$ cat config.mk
export PLATFORM = sky130hd
export DESIGN_NAME = mips_bus_access_unit
export DESIGN_NICKNAME = d
export VERILOG_FILES = /design/src/rtl/mips_bus_pkg.sv /design/src/rtl/mips_bus_lane_fmt.sv /design/src/rtl/mips_bus_access_unit.sv
export SDC_FILE = /design/constraint.sdc
export NUM_CORES = 1
export LEC_CHECK = 0
export CORE_MARGIN = 2
export CORE_UTILIZATION = 50
export CTS_BUF_LIST = sky130_fd_sc_hd__clkbuf_8
export DETAILED_ROUTE_END_ITERATION = 10
export HOLD_SLACK_MARGIN = 0.08
export PLACE_DENSITY_LB_ADDON = 0.15
export SLEW_MARGIN = 30
export SYNTH_ARGS = -nofsm -noshare
export SYNTH_HDL_FRONTEND = slang
export SYNTH_SLANG_ARGS = --single-unit
$ cat constraint.sdc
create_clock -name clk -period 4.3 [get_ports clk]
set_input_delay 0.86 -clock clk [delete_from_list [all_inputs] [get_ports clk]]
set_output_delay 0.86 -clock clk [all_outputs]
set_load 0.05 [all_outputs]
$ cat src/rtl/mips_bus_pkg.sv
// mips_bus_pkg: shared types and constants for the MIPS bus access unit.
//   kind_e  : request kind (fetch/load/store/reserved)
//   size_e  : access size (byte/half/word/partial-word)
//   state_e : access unit FSM states
//   BE_*    : reset-independent byte-lane constants
//   legal_req() : request legality check (size 11 legal only as a load with
//                 MIPS_BUS_UNALIGNED_EN defined)
package mips_bus_pkg;

  typedef enum logic [1:0] {
    KIND_FETCH = 2'b00,
    KIND_LOAD  = 2'b01,
    KIND_STORE = 2'b10,
    KIND_RSVD  = 2'b11
  } kind_e;

  typedef enum logic [1:0] {
    SIZE_BYTE = 2'b00,
    SIZE_HALF = 2'b01,
    SIZE_WORD = 2'b10,
    SIZE_PART = 2'b11
  } size_e;

  typedef enum logic [1:0] {
    S_IDLE = 2'b00,
    S_BUS  = 2'b01,
    S_DATA = 2'b10,
    S_RESP = 2'b11
  } state_e;

  localparam logic [3:0] BE_NONE    = 4'b0000;
  localparam logic [3:0] BE_BYTE0   = 4'b0001;
  localparam logic [3:0] BE_HALF_LO = 4'b0011;
  localparam logic [3:0] BE_HALF_HI = 4'b1100;
  localparam logic [3:0] BE_WORD    = 4'b1111;

  function automatic logic legal_req(input kind_e kind, input size_e size,
                                     input logic [1:0] lo);
    logic ok;
    ok = 1'b1;
    if (kind == KIND_RSVD)                                   ok = 1'b0;
    if (size == SIZE_HALF && lo[0])                          ok = 1'b0;
    if ((size == SIZE_WORD || kind == KIND_FETCH) && lo != 2'b00) ok = 1'b0;
    if (size == SIZE_PART && kind != KIND_LOAD)              ok = 1'b0;
`ifndef MIPS_BUS_UNALIGNED_EN
    if (size == SIZE_PART)                                   ok = 1'b0;
`endif
    return ok;
  endfunction

endpackage

$ cat src/rtl/mips_bus_lane_fmt.sv
// mips_bus_lane_fmt: combinational byte-lane formatter.
//   kind, size, sgn, lo : request attributes (lo = byte address bits [1:0])
//   wdata  -> wdata_lane : store data replicated onto all lanes
//   be                   : active byte lanes
//   rdata, merge -> rdata_fmt : extracted and zero/sign-extended load data,
//                               or LWL/LWR merge when MIPS_BUS_UNALIGNED_EN
import mips_bus_pkg::*;

module mips_bus_lane_fmt (
  input  kind_e       kind,
  input  size_e       size,
  input  logic        sgn,
  input  logic [1:0]  lo,
  input  logic [31:0] wdata,
  input  logic [31:0] merge,
  input  logic [31:0] rdata,
  output logic [3:0]  be,
  output logic [31:0] wdata_lane,
  output logic [31:0] rdata_fmt
);

  logic [31:0] byte_sh;
  logic [31:0] half_sh;

  always_comb begin
    byte_sh    = rdata >> {lo, 3'b000};
    half_sh    = rdata >> {lo[1], 4'b0000};
    be         = BE_WORD;
    wdata_lane = wdata;
    rdata_fmt  = rdata;
    // Fetches are always full-word regardless of the size field.
    if (kind != KIND_FETCH) begin
      case (size)
        SIZE_BYTE: begin
          be         = BE_BYTE0 << lo;
          wdata_lane = {4{wdata[7:0]}};
          rdata_fmt  = {{24{sgn & byte_sh[7]}}, byte_sh[7:0]};
        end
        SIZE_HALF: begin
          be         = lo[1] ? BE_HALF_HI : BE_HALF_LO;
          wdata_lane = {2{wdata[15:0]}};
          rdata_fmt  = {{16{sgn & half_sh[15]}}, half_sh[15:0]};
        end
        SIZE_WORD: begin
          be = BE_WORD;
        end
        SIZE_PART: begin
`ifdef MIPS_BUS_UNALIGNED_EN
          if (sgn) begin
            // LWL: lanes 0..k land in the top of rt; shift by 8*(3-k) = 8*~k
            be        = {lo == 2'd3, lo[1], lo != 2'd0, 1'b1};
            rdata_fmt = (rdata << {~lo, 3'b000}) |
                        (merge & ~(32'hFFFF_FFFF << {~lo, 3'b000}));
          end else begin
            // LWR: lanes k..3 land in the bottom of rt
            be        = {1'b1, lo != 2'd3, ~lo[1], lo == 2'd0};
            rdata_fmt = byte_sh | (merge & ~(32'hFFFF_FFFF >> {lo, 3'b000}));
          end
`else
          // Rejected before any bus cycle; value never reaches rsp_data.
          be        = BE_NONE;
          rdata_fmt = merge;
`endif
        end
      endcase
    end
  end

endmodule

$ cat src/rtl/mips_bus_access_unit.sv
// mips_bus_access_unit: single-outstanding MIPS core to Avalon-MM master.
//   clk, reset (async, active-low)
//   req_*     : core request (valid/ready handshake, kind, size, addr, data)
//   rsp_*     : one-cycle completion pulse with formatted data and error
//   address/read/write/waitrequest/writedata/byteenable/readdata : Avalon-MM
// Parameters: ADDR_W (address width), WAIT_LIMIT (waitrequest timeout).
// Optional feature: define MIPS_BUS_UNALIGNED_EN for LWL/LWR (size 11 loads).
import mips_bus_pkg::*;

module mips_bus_access_unit #(
  parameter int ADDR_W     = 32,
  parameter int WAIT_LIMIT = 255
) (
  input  logic              clk,
  input  logic              reset,
  input  logic              req_valid,
  output logic              req_ready,
  input  logic [1:0]        req_kind,
  input  logic [1:0]        req_size,
  input  logic              req_signed,
  input  logic [ADDR_W-1:0] req_addr,
  input  logic [31:0]       req_wdata,
  input  logic [31:0]       req_merge,
  output logic              rsp_valid,
  output logic [31:0]       rsp_data,
  output logic              rsp_err,
  output logic [ADDR_W-1:0] address,
  output logic              write,
  output logic              read,
  input  logic              waitrequest,
  output logic [31:0]       writedata,
  output logic [3:0]        byteenable,
  input  logic [31:0]       readdata
);

  localparam logic [15:0] WAIT_LAST = 16'(WAIT_LIMIT - 1);

  state_e      state;
  kind_e       r_kind;
  size_e       r_size;
  logic        r_signed;
  logic [1:0]  r_lo;
  logic [31:0] r_wdata;
  logic [31:0] r_merge;
  logic [15:0] wait_cnt;

  logic        in_idle;
  logic        legal;
  kind_e       l_kind;
  size_e       l_size;
  logic        l_signed;
  logic [1:0]  l_lo;
  logic [31:0] l_wdata;
  logic [31:0] l_merge;
  logic [3:0]  l_be;
  logic [31:0] l_wdata_lane;
  logic [31:0] l_rdata_fmt;

  assign in_idle   = (state == S_IDLE);
  assign req_ready = in_idle;
  assign legal     = legal_req(kind_e'(req_kind), size_e'(req_size), req_addr[1:0]);

  // One formatter serves both phases: live request fields at accept (lanes,
  // store data) and the registered fields afterwards (load extraction).
  always_comb begin
    l_kind   = in_idle ? kind_e'(req_kind) : r_kind;
    l_size   = in_idle ? size_e'(req_size) : r_size;
    l_signed = in_idle ? req_signed        : r_signed;
    l_lo     = in_idle ? req_addr[1:0]     : r_lo;
    l_wdata  = in_idle ? req_wdata         : r_wdata;
    l_merge  = in_idle ? req_merge         : r_merge;
  end

  mips_bus_lane_fmt u_lane_fmt (
    .kind       (l_kind),
    .size       (l_size),
    .sgn        (l_signed),
    .lo         (l_lo),
    .wdata      (l_wdata),
    .merge      (l_merge),
    .rdata      (readdata),
    .be         (l_be),
    .wdata_lane (l_wdata_lane),
    .rdata_fmt  (l_rdata_fmt)
  );

  always_ff @(posedge clk or negedge reset) begin
    if (!reset) begin
      state      <= S_IDLE;
      r_kind     <= KIND_FETCH;
      r_size     <= SIZE_BYTE;
      r_signed   <= 1'b0;
      r_lo       <= '0;
      r_wdata    <= '0;
      r_merge    <= '0;
      wait_cnt   <= '0;
      address    <= '0;
      read       <= 1'b0;
      write      <= 1'b0;
      writedata  <= '0;
      byteenable <= '0;
      rsp_valid  <= 1'b0;
      rsp_err    <= 1'b0;
      rsp_data   <= '0;
    end else begin
      case (state)
        S_IDLE: begin
          rsp_valid <= 1'b0;
          rsp_err   <= 1'b0;
          if (req_valid) begin
            r_kind   <= kind_e'(req_kind);
            r_size   <= size_e'(req_size);
            r_signed <= req_signed;
            r_lo     <= req_addr[1:0];
            r_wdata  <= req_wdata;
            r_merge  <= req_merge;
            wait_cnt <= '0;
            if (legal) begin
              state      <= S_BUS;
              address    <= {req_addr[ADDR_W-1:2], 2'b00};
              byteenable <= l_be;
              writedata  <= (req_kind == KIND_STORE) ? l_wdata_lane : '0;
              read       <= (req_kind != KIND_STORE);
              write      <= (req_kind == KIND_STORE);
            end else begin
              state     <= S_RESP;
              rsp_valid <= 1'b1;
              rsp_err   <= 1'b1;
              rsp_data  <= '0;
            end
          end
        end
        S_BUS: begin
          if (!waitrequest) begin
            read  <= 1'b0;
            write <= 1'b0;
            if (r_kind == KIND_STORE) begin
              state     <= S_RESP;
              rsp_valid <= 1'b1;
              rsp_err   <= 1'b0;
              rsp_data  <= '0;
            end else begin
              state <= S_DATA;
            end
          end else if (wait_cnt == WAIT_LAST) begin
            // This edge samples the WAIT_LIMIT-th consecutive stall.
            read      <= 1'b0;
            write     <= 1'b0;
            state     <= S_RESP;
            rsp_valid <= 1'b1;
            rsp_err   <= 1'b1;
            rsp_data  <= '0;
          end else begin
            wait_cnt <= wait_cnt + 16'd1;
          end
        end
        S_DATA: begin
          state     <= S_RESP;
          rsp_valid <= 1'b1;
          rsp_err   <= 1'b0;
          rsp_data  <= l_rdata_fmt;
        end
        S_RESP: begin
          state     <= S_IDLE;
          rsp_valid <= 1'b0;
          rsp_err   <= 1'b0;
        end
      endcase
    end
  end

endmodule

==> results.md, run 1 <==
* Status: finished clean
* Post-CTS sizing at 0
* RSZ-0062 raised after global routing: false
* Worst Slack Setup Final at 1.09 ns
* Clk Latency, worst-skew pair at 0.46 ns
* CP top delay family: multiplexers
* Hold_ws at 0.458 ns
* Initial antenna violation count at 1
* Actual slew at the worst max-slew pin at 0.860 ns
* Distinct cell type count after synthesis at 57
* Synth top area cells: dfrtp_1, mux2_2, o21ai_0, mux2i_1, nand2_1
* Placed cell count at 1142
* Max Cap Viol at 0
* Via density at 5.84
* Commonest non-fill, non-tap cell in the layout: clkdlybuf4s50_1
* Sink Count at 159
* Seq. cell area at 3980 um^2
* CTS tree: built
* Deepest clock path buffer count at 2
* Via count at 6852
* Area occupied by multi-input gates at 3560 um^2
* Leakage dissipation at 4.63 nW
* Starting Density at 51.3%
* Setup-failing EPs final at 0
* Sequential fraction of the synthesis area at 51.1%
* Primary FF master, synth: dfrtp_1
* Critical-path cell list: inv_1 -> ha_1 -> buf_4 -> mux2i_1 -> mux2_2 -> o21ai_0 -> nand3_1 -> a21oi_1 -> o31ai_1
* Most frequent cells in the layout: clkdlybuf4s50_1, dfrtp_1, nand2_1
* Layout fillers at 1183
* Min-delay worst type: in2async
* WP data arrival at 3.54 ns
* Critical path buffer and inverter count at 2
* Post-synth EDFFs at 0
* Util after Layout at 70.9%
* WP data required at 4.64 ns
* Final Hold Fails at 0
* Fin crit share at 74.6%
* Crit-path max FO at 24
* Tmin final at 3.21 ns
* H-tree levels at 4
* Yosys top cell by area: dfrtp_1
* Vias in the first global route at 6737
* Pwr/cell area at 780 nW/um^2
* Peak VDD IR at 0.418 mV
* Dpl hpwl at 16.6 mm
* Synth warnings at 0
* # port buffers at 239
* Post-route cell area at 10800 um^2
* Final ANT Viol Nets at 0
* Final nets at 1116
* Synth Register Bits at 159
* Crit-path slowest cell: mux2i_1
* Placed cell areas at 10400 um^2
* GR Util All Layers at 27.5%
* Design Power at 8.41 mW
* Slowest stage delay, CP at 0.56 ns
* Element type at the critical path end: flip-flop
* Fmax at 312 MHz
* # hold bufs at CTS at 0
* Share of the synthesized area in the top cell type at 51.1%
* Critical path class: reg2reg
* Post-Syn Instances at 746
* Syn Area/Cell at 10.4 um^2
* Area growth syn-to-layout at 38.4%
* Total setup buffers inserted after CTS at 0
* Fin cells at 1174
* Relative slew slack at 42.5%
* # DRC at 0
* Setup WS pre-CTS at 0.685 ns
* Aggregate global routing overflow at 0
* Die H at 129 um
* Die ar. at 16600 um^2
* First DRT Iteration DRCs at 664
* TNS Setup at 0 ns
* Largest net degree at the start of global routing at 88
* WL per Instance at 19.3 um
* Io pins at 242
* # rows at 45
* Layout cell share with drive strength beyond 1 at 13.6%
* TritonCTS buffer count at 17
* Max-slew violation count at 0
* First-pass GRT wire length at 35.1 mm
* Root Buffer Master: clkbuf_8
* FFs w/ async S/R, synth at 100%
* Pre-antenna DRT Iters at 7
* Clock Skew at 0.0101 ns
* CORE AREA at 15200 um^2
* Critical Path Source Type: flip-flop
* Synth Cell Area at 7790 um^2
* Final Wtd Congestion at 0.925
* Die Wd at 129 um
* Total Wirelength at 22.6 mm
* Clk slew on worst S/H paths at 0.08 ns
## Yosys cell counts, types with 2 or more instances
library cell	count
nor4_1	2
a31oi_1	2
buf_4	3
and2_1	2
o211ai_1	4
o21ai_0	83
and3_1	5
or3_1	3
buf_2	9
dfrtp_1	159
nor3_1	5
ha_1	6
xor2_1	12
mux2_2	69
nand3_1	9
nand2_1	102
o21ai_1	8
o22ai_1	8
nand4_1	5
clkbuf_1	35
a21oi_1	27
inv_1	20
mux2i_1	41
a22oi_1	4
nor2b_1	3
a22o_1	15
o31ai_1	18
a222oi_1	2
a221oi_1	17
and4_1	3
a32o_1	2
nor2_1	32
nand2b_1	3
buf_1	5
## state kept, by name, indices dropped and copies added (netlist names)
name and cells:
address 30, byteenable 4, r_kind 2, r_lo 2
r_merge 32, r_signed 1, r_size 2, read 1
rsp_data 32, rsp_err 1, rsp_valid 1, state 2
wait_cnt 16, write 1, writedata 32
## cells by family after synthesis
logic type | count (synthesis) | synth area share, %
AO/OA/AOI/OAI | 201 | 16.4
other | 1 | 0.0481
buffers and inverters | 72 | 3.76
adder cells (fa/ha/maj) | 6 | 0.964
AND/OR/NAND/NOR | 182 | 10.6
XOR/XNOR | 13 | 1.46
multiplexers | 112 | 15.7
flip-flops | 159 | 51.1
## worst register-to-register path: stages (launching register included)
cell and delay (ns):
dfrtp_1 0.42, inv_1 0.11, ha_1 0.18, buf_4 0.27, mux2i_1 0.56, mux2_2 0.41, o21ai_0 0.08, nand3_1 0.54
a21oi_1 0.39, o31ai_1 0.13
## final timing paths
check | to | depth (start not counted) | slack, ns | from
worst max-delay path | rsp_data[19] | 9 | 1.09 | state[0]
worst min-delay path | r_merge[21] | 1 | 0.46 | reset
worst max register to register | rsp_data[19] | 9 | 1.09 | state[0]
worst min register to register | writedata[7] | 2 | 0.48 | writedata[7]
max in group asynchronous | r_merge[6] | 2 | 2.95 | reset
min in group clk | writedata[7] | 2 | 0.48 | writedata[7]
## routing by layer
layer / part of all wire, % / global-route usage [%]
met4: 3.0 / 11.6
met5: 0 / 0
met1: 40 / 34.3
met3: 9.2 / 9.52
met2: 48 / 44.1
## final cells by class
class / count / area share, %
clock buffers: 21 / 2.68
well taps: 188 / 2.18
diodes: 1 / 0.0232
inverters: 20 / 0.696
clock inverters: 10 / 0.812
flip-flops and latches: 159 / 36.9
repair buffers: 259 / 23.7
multi-input cells: 516 / 33.0
## power breakdown
group          switching, mW  internal [mW]
logic                   3.10           1.82
clock network          0.542          0.512
registers              0.371           2.06
Power figures use the tool's default switching activity.
==> inputs of run 2 (changes only) <==
CORE_UTILIZATION = 49   (was 50)
clock period = 3.3 ns   (was 4.3 ns; I/O delays follow)
==> run 2 against run 1 <==
  * Clock skew increased by 0.0016 ns
  * Clock power increased by 47%
  * Via count decreased by 0.41%
  * Setup slack got worse by 0.86 ns
  * Die area increased by 2.0%
  * Maximum frequency increased by 4.5%
  * Final cell count increased by 3.6%
  * Sequential power increased by 30%
  * Combinational power increased by 33%
  * Clock-buffer cell count decreased by 4
  * Largest cell class unchanged
==> results.md, run 2 (synthesis results as in run 1) <==
* Status: finished clean
* RSZ-0062 raised after global routing: false
* Area growth syn-to-layout at 41.3%
* First DRT Iteration DRCs at 570
* Fin crit share at 93.0%
* # port buffers at 239
* GR Util All Layers at 27.3%
* Final ANT Viol Nets at 0
* Total setup buffers inserted after CTS at 0
* Critical Path Source Type: flip-flop
* DR WL met2 at 10.6 mm
* First-pass GRT wire length at 35.4 mm
* Design Power at 11.3 mW
* Total Wirelength at 22.6 mm
* Critical path class: reg2reg
* H-tree levels at 4
* Relative slew slack at 31.4%
* Setup-failing EPs final at 0
* Switching pwr at 5.34 mW
* WL per Instance at 18.6 um
* Int Pwr at 5.92 mW
* Layout cell share with drive strength beyond 1 at 15.1%
* # rows at 46
* Clk pwr share at 13.7%
* Flop pwr share at 28.1%
* Final Wtd Congestion at 0.909
* Util after Layout at 70.1%
* Max Cap Viol at 0
* Hold_ws at 0.181 ns
* Peak VDD IR at 0.603 mV
* TNS Setup at 0 ns
* Clk Latency, worst-skew pair at 0.47 ns
* Largest net degree at the start of global routing at 70
* Setup WS pre-CTS at 0.128 ns
* Final Hold Fails at 0
* Clk slew on worst S/H paths at 0.09 ns
* Via density at 5.61
* Min-delay worst type: in2async
* Root Buffer Master: clkbuf_8
* # hold bufs at CTS at 0
* Element type at the critical path end: flip-flop
* Met1 WL at 9.25 mm
* Most frequent cells in the layout: clkdlybuf4s50_1, dfrtp_1, nand2_1
* Dpl hpwl at 16.3 mm
* WP data required at 3.67 ns
* Die H at 130 um
* Leakage dissipation at 4.74 nW
* TritonCTS buffer count at 17
* Max layer used: met5
* Fmax at 326 MHz
* Largest registers: r_merge x32, rsp_data x32, writedata x32
* # DRC at 0
* Post-CTS sizing at 0
* Crit-path max FO at 16
* Final nets at 1130
* Sink Count at 159
* Clock Skew at 0.0117 ns
* Starting Density at 49.6%
* Pwr/cell area at 1020 nW/um^2
* CORE AREA at 15700 um^2
* WP data arrival at 3.43 ns
* Aggregate global routing overflow at 0
* Via count at 6824
* Tmin final at 3.07 ns
* Die Wd at 130 um
* Layout fillers at 1200
* Initial antenna violation count at 1
* CTS tree: built
* Switch share at 47.4%
* Worst Slack Setup Final at 0.233 ns
* Commonest non-fill, non-tap cell in the layout: clkdlybuf4s50_1
* Met3 wire length at 2.00 mm
* Deepest clock path buffer count at 2
* Max-slew violation count at 0
* Antenna diodes at 0
* Vias in the first global route at 6717
* Io pins at 242
* Actual slew at the worst max-slew pin at 1.02 ns
* Pre-antenna DRT Iters at 7
* Die ar. at 16900 um^2
* Comb pwr share at 58.2%
==> run 2: changes by cell type in the layout (fill, tap and decap cells not counted), moves of 2 or more <==
cell and delta:
buf_4 +11, bufinv_16 +2, clkinvlp_4 -2, buf_12 +4, inv_6 +4, clkbuf_8 -4
==> run 2: area by class of cell <==
| class | instances | area [um^2] | share of cell area (%) |
|---|---|---|---|
| timing repair buffer | 273 | 2710 | 24.6 |
| sequential | 159 | 3980 | 36.1 |
| tap | 216 | 270 | 2.45 |
| clock inverter | 15 | 184 | 1.67 |
| inverter | 20 | 75.1 | 0.682 |
| multi-input combinational | 516 | 3560 | 32.3 |
| clock buffer | 17 | 234 | 2.13 |
==> run 2: stage by stage <==
stage,instances,instance area (um^2)
finish,1216,11000
global route,1216,11000
CTS,1216,11000
detailed placement,1184,10600
global placement,1184,10600
floorplan,747,7790
==> run 2: power groups by stage <==
stage          Clock, mW  Sequential (mW)  Combinational [mW]
2_1_floorplan          0             4.67                2.84
4_1_cts             1.58             3.16                6.55
5_1_grt             1.65             3.25                6.97
3_5_place_dp           0             3.18                6.52
6_report            1.54             3.16                6.55
3_3_place_gp           0             3.16                6.41
==> run 2: worst paths after layout <==
| check | depth (start not counted) | slack [ns] | startpoint | endpoint |
|---|---|---|---|---|
| hold / removal | 1 | 0.18 | reset | r_merge[20] |
| setup / recovery | 10 | 0.23 | state[0] | rsp_data[17] |
| max in group asynchronous | 2 | 2.37 | reset | writedata[7] |
| hold reg to reg | 2 | 0.48 | writedata[3] | writedata[3] |
| min in group clk | 2 | 0.48 | writedata[3] | writedata[3] |
| setup reg to reg | 10 | 0.23 | state[0] | rsp_data[17] |
==> run 2: layer usage <==
| metal | up-vias | global-route usage, % |
|---|---|---|
| met4 | 2 | 10.4 |
| li1 | 3164 | - |
| met1 | 3290 | 35.6 |
| met5 | - | 0 |
| met3 | 51 | 8.65 |
| met2 | 317 | 43.0 |
==> run 2: worst max-delay path: stages, from the launching register on <==
cell and delay (ns):
dfrtp_1 0.42, inv_1 0.12, ha_1 0.39, buf_4 0.26, or3b_1 0.37, a222oi_1 0.44, nand3_1 0.20, nand3_1 0.13
buf_4 0.24, a21oi_1 0.07, o31ai_1 0.30
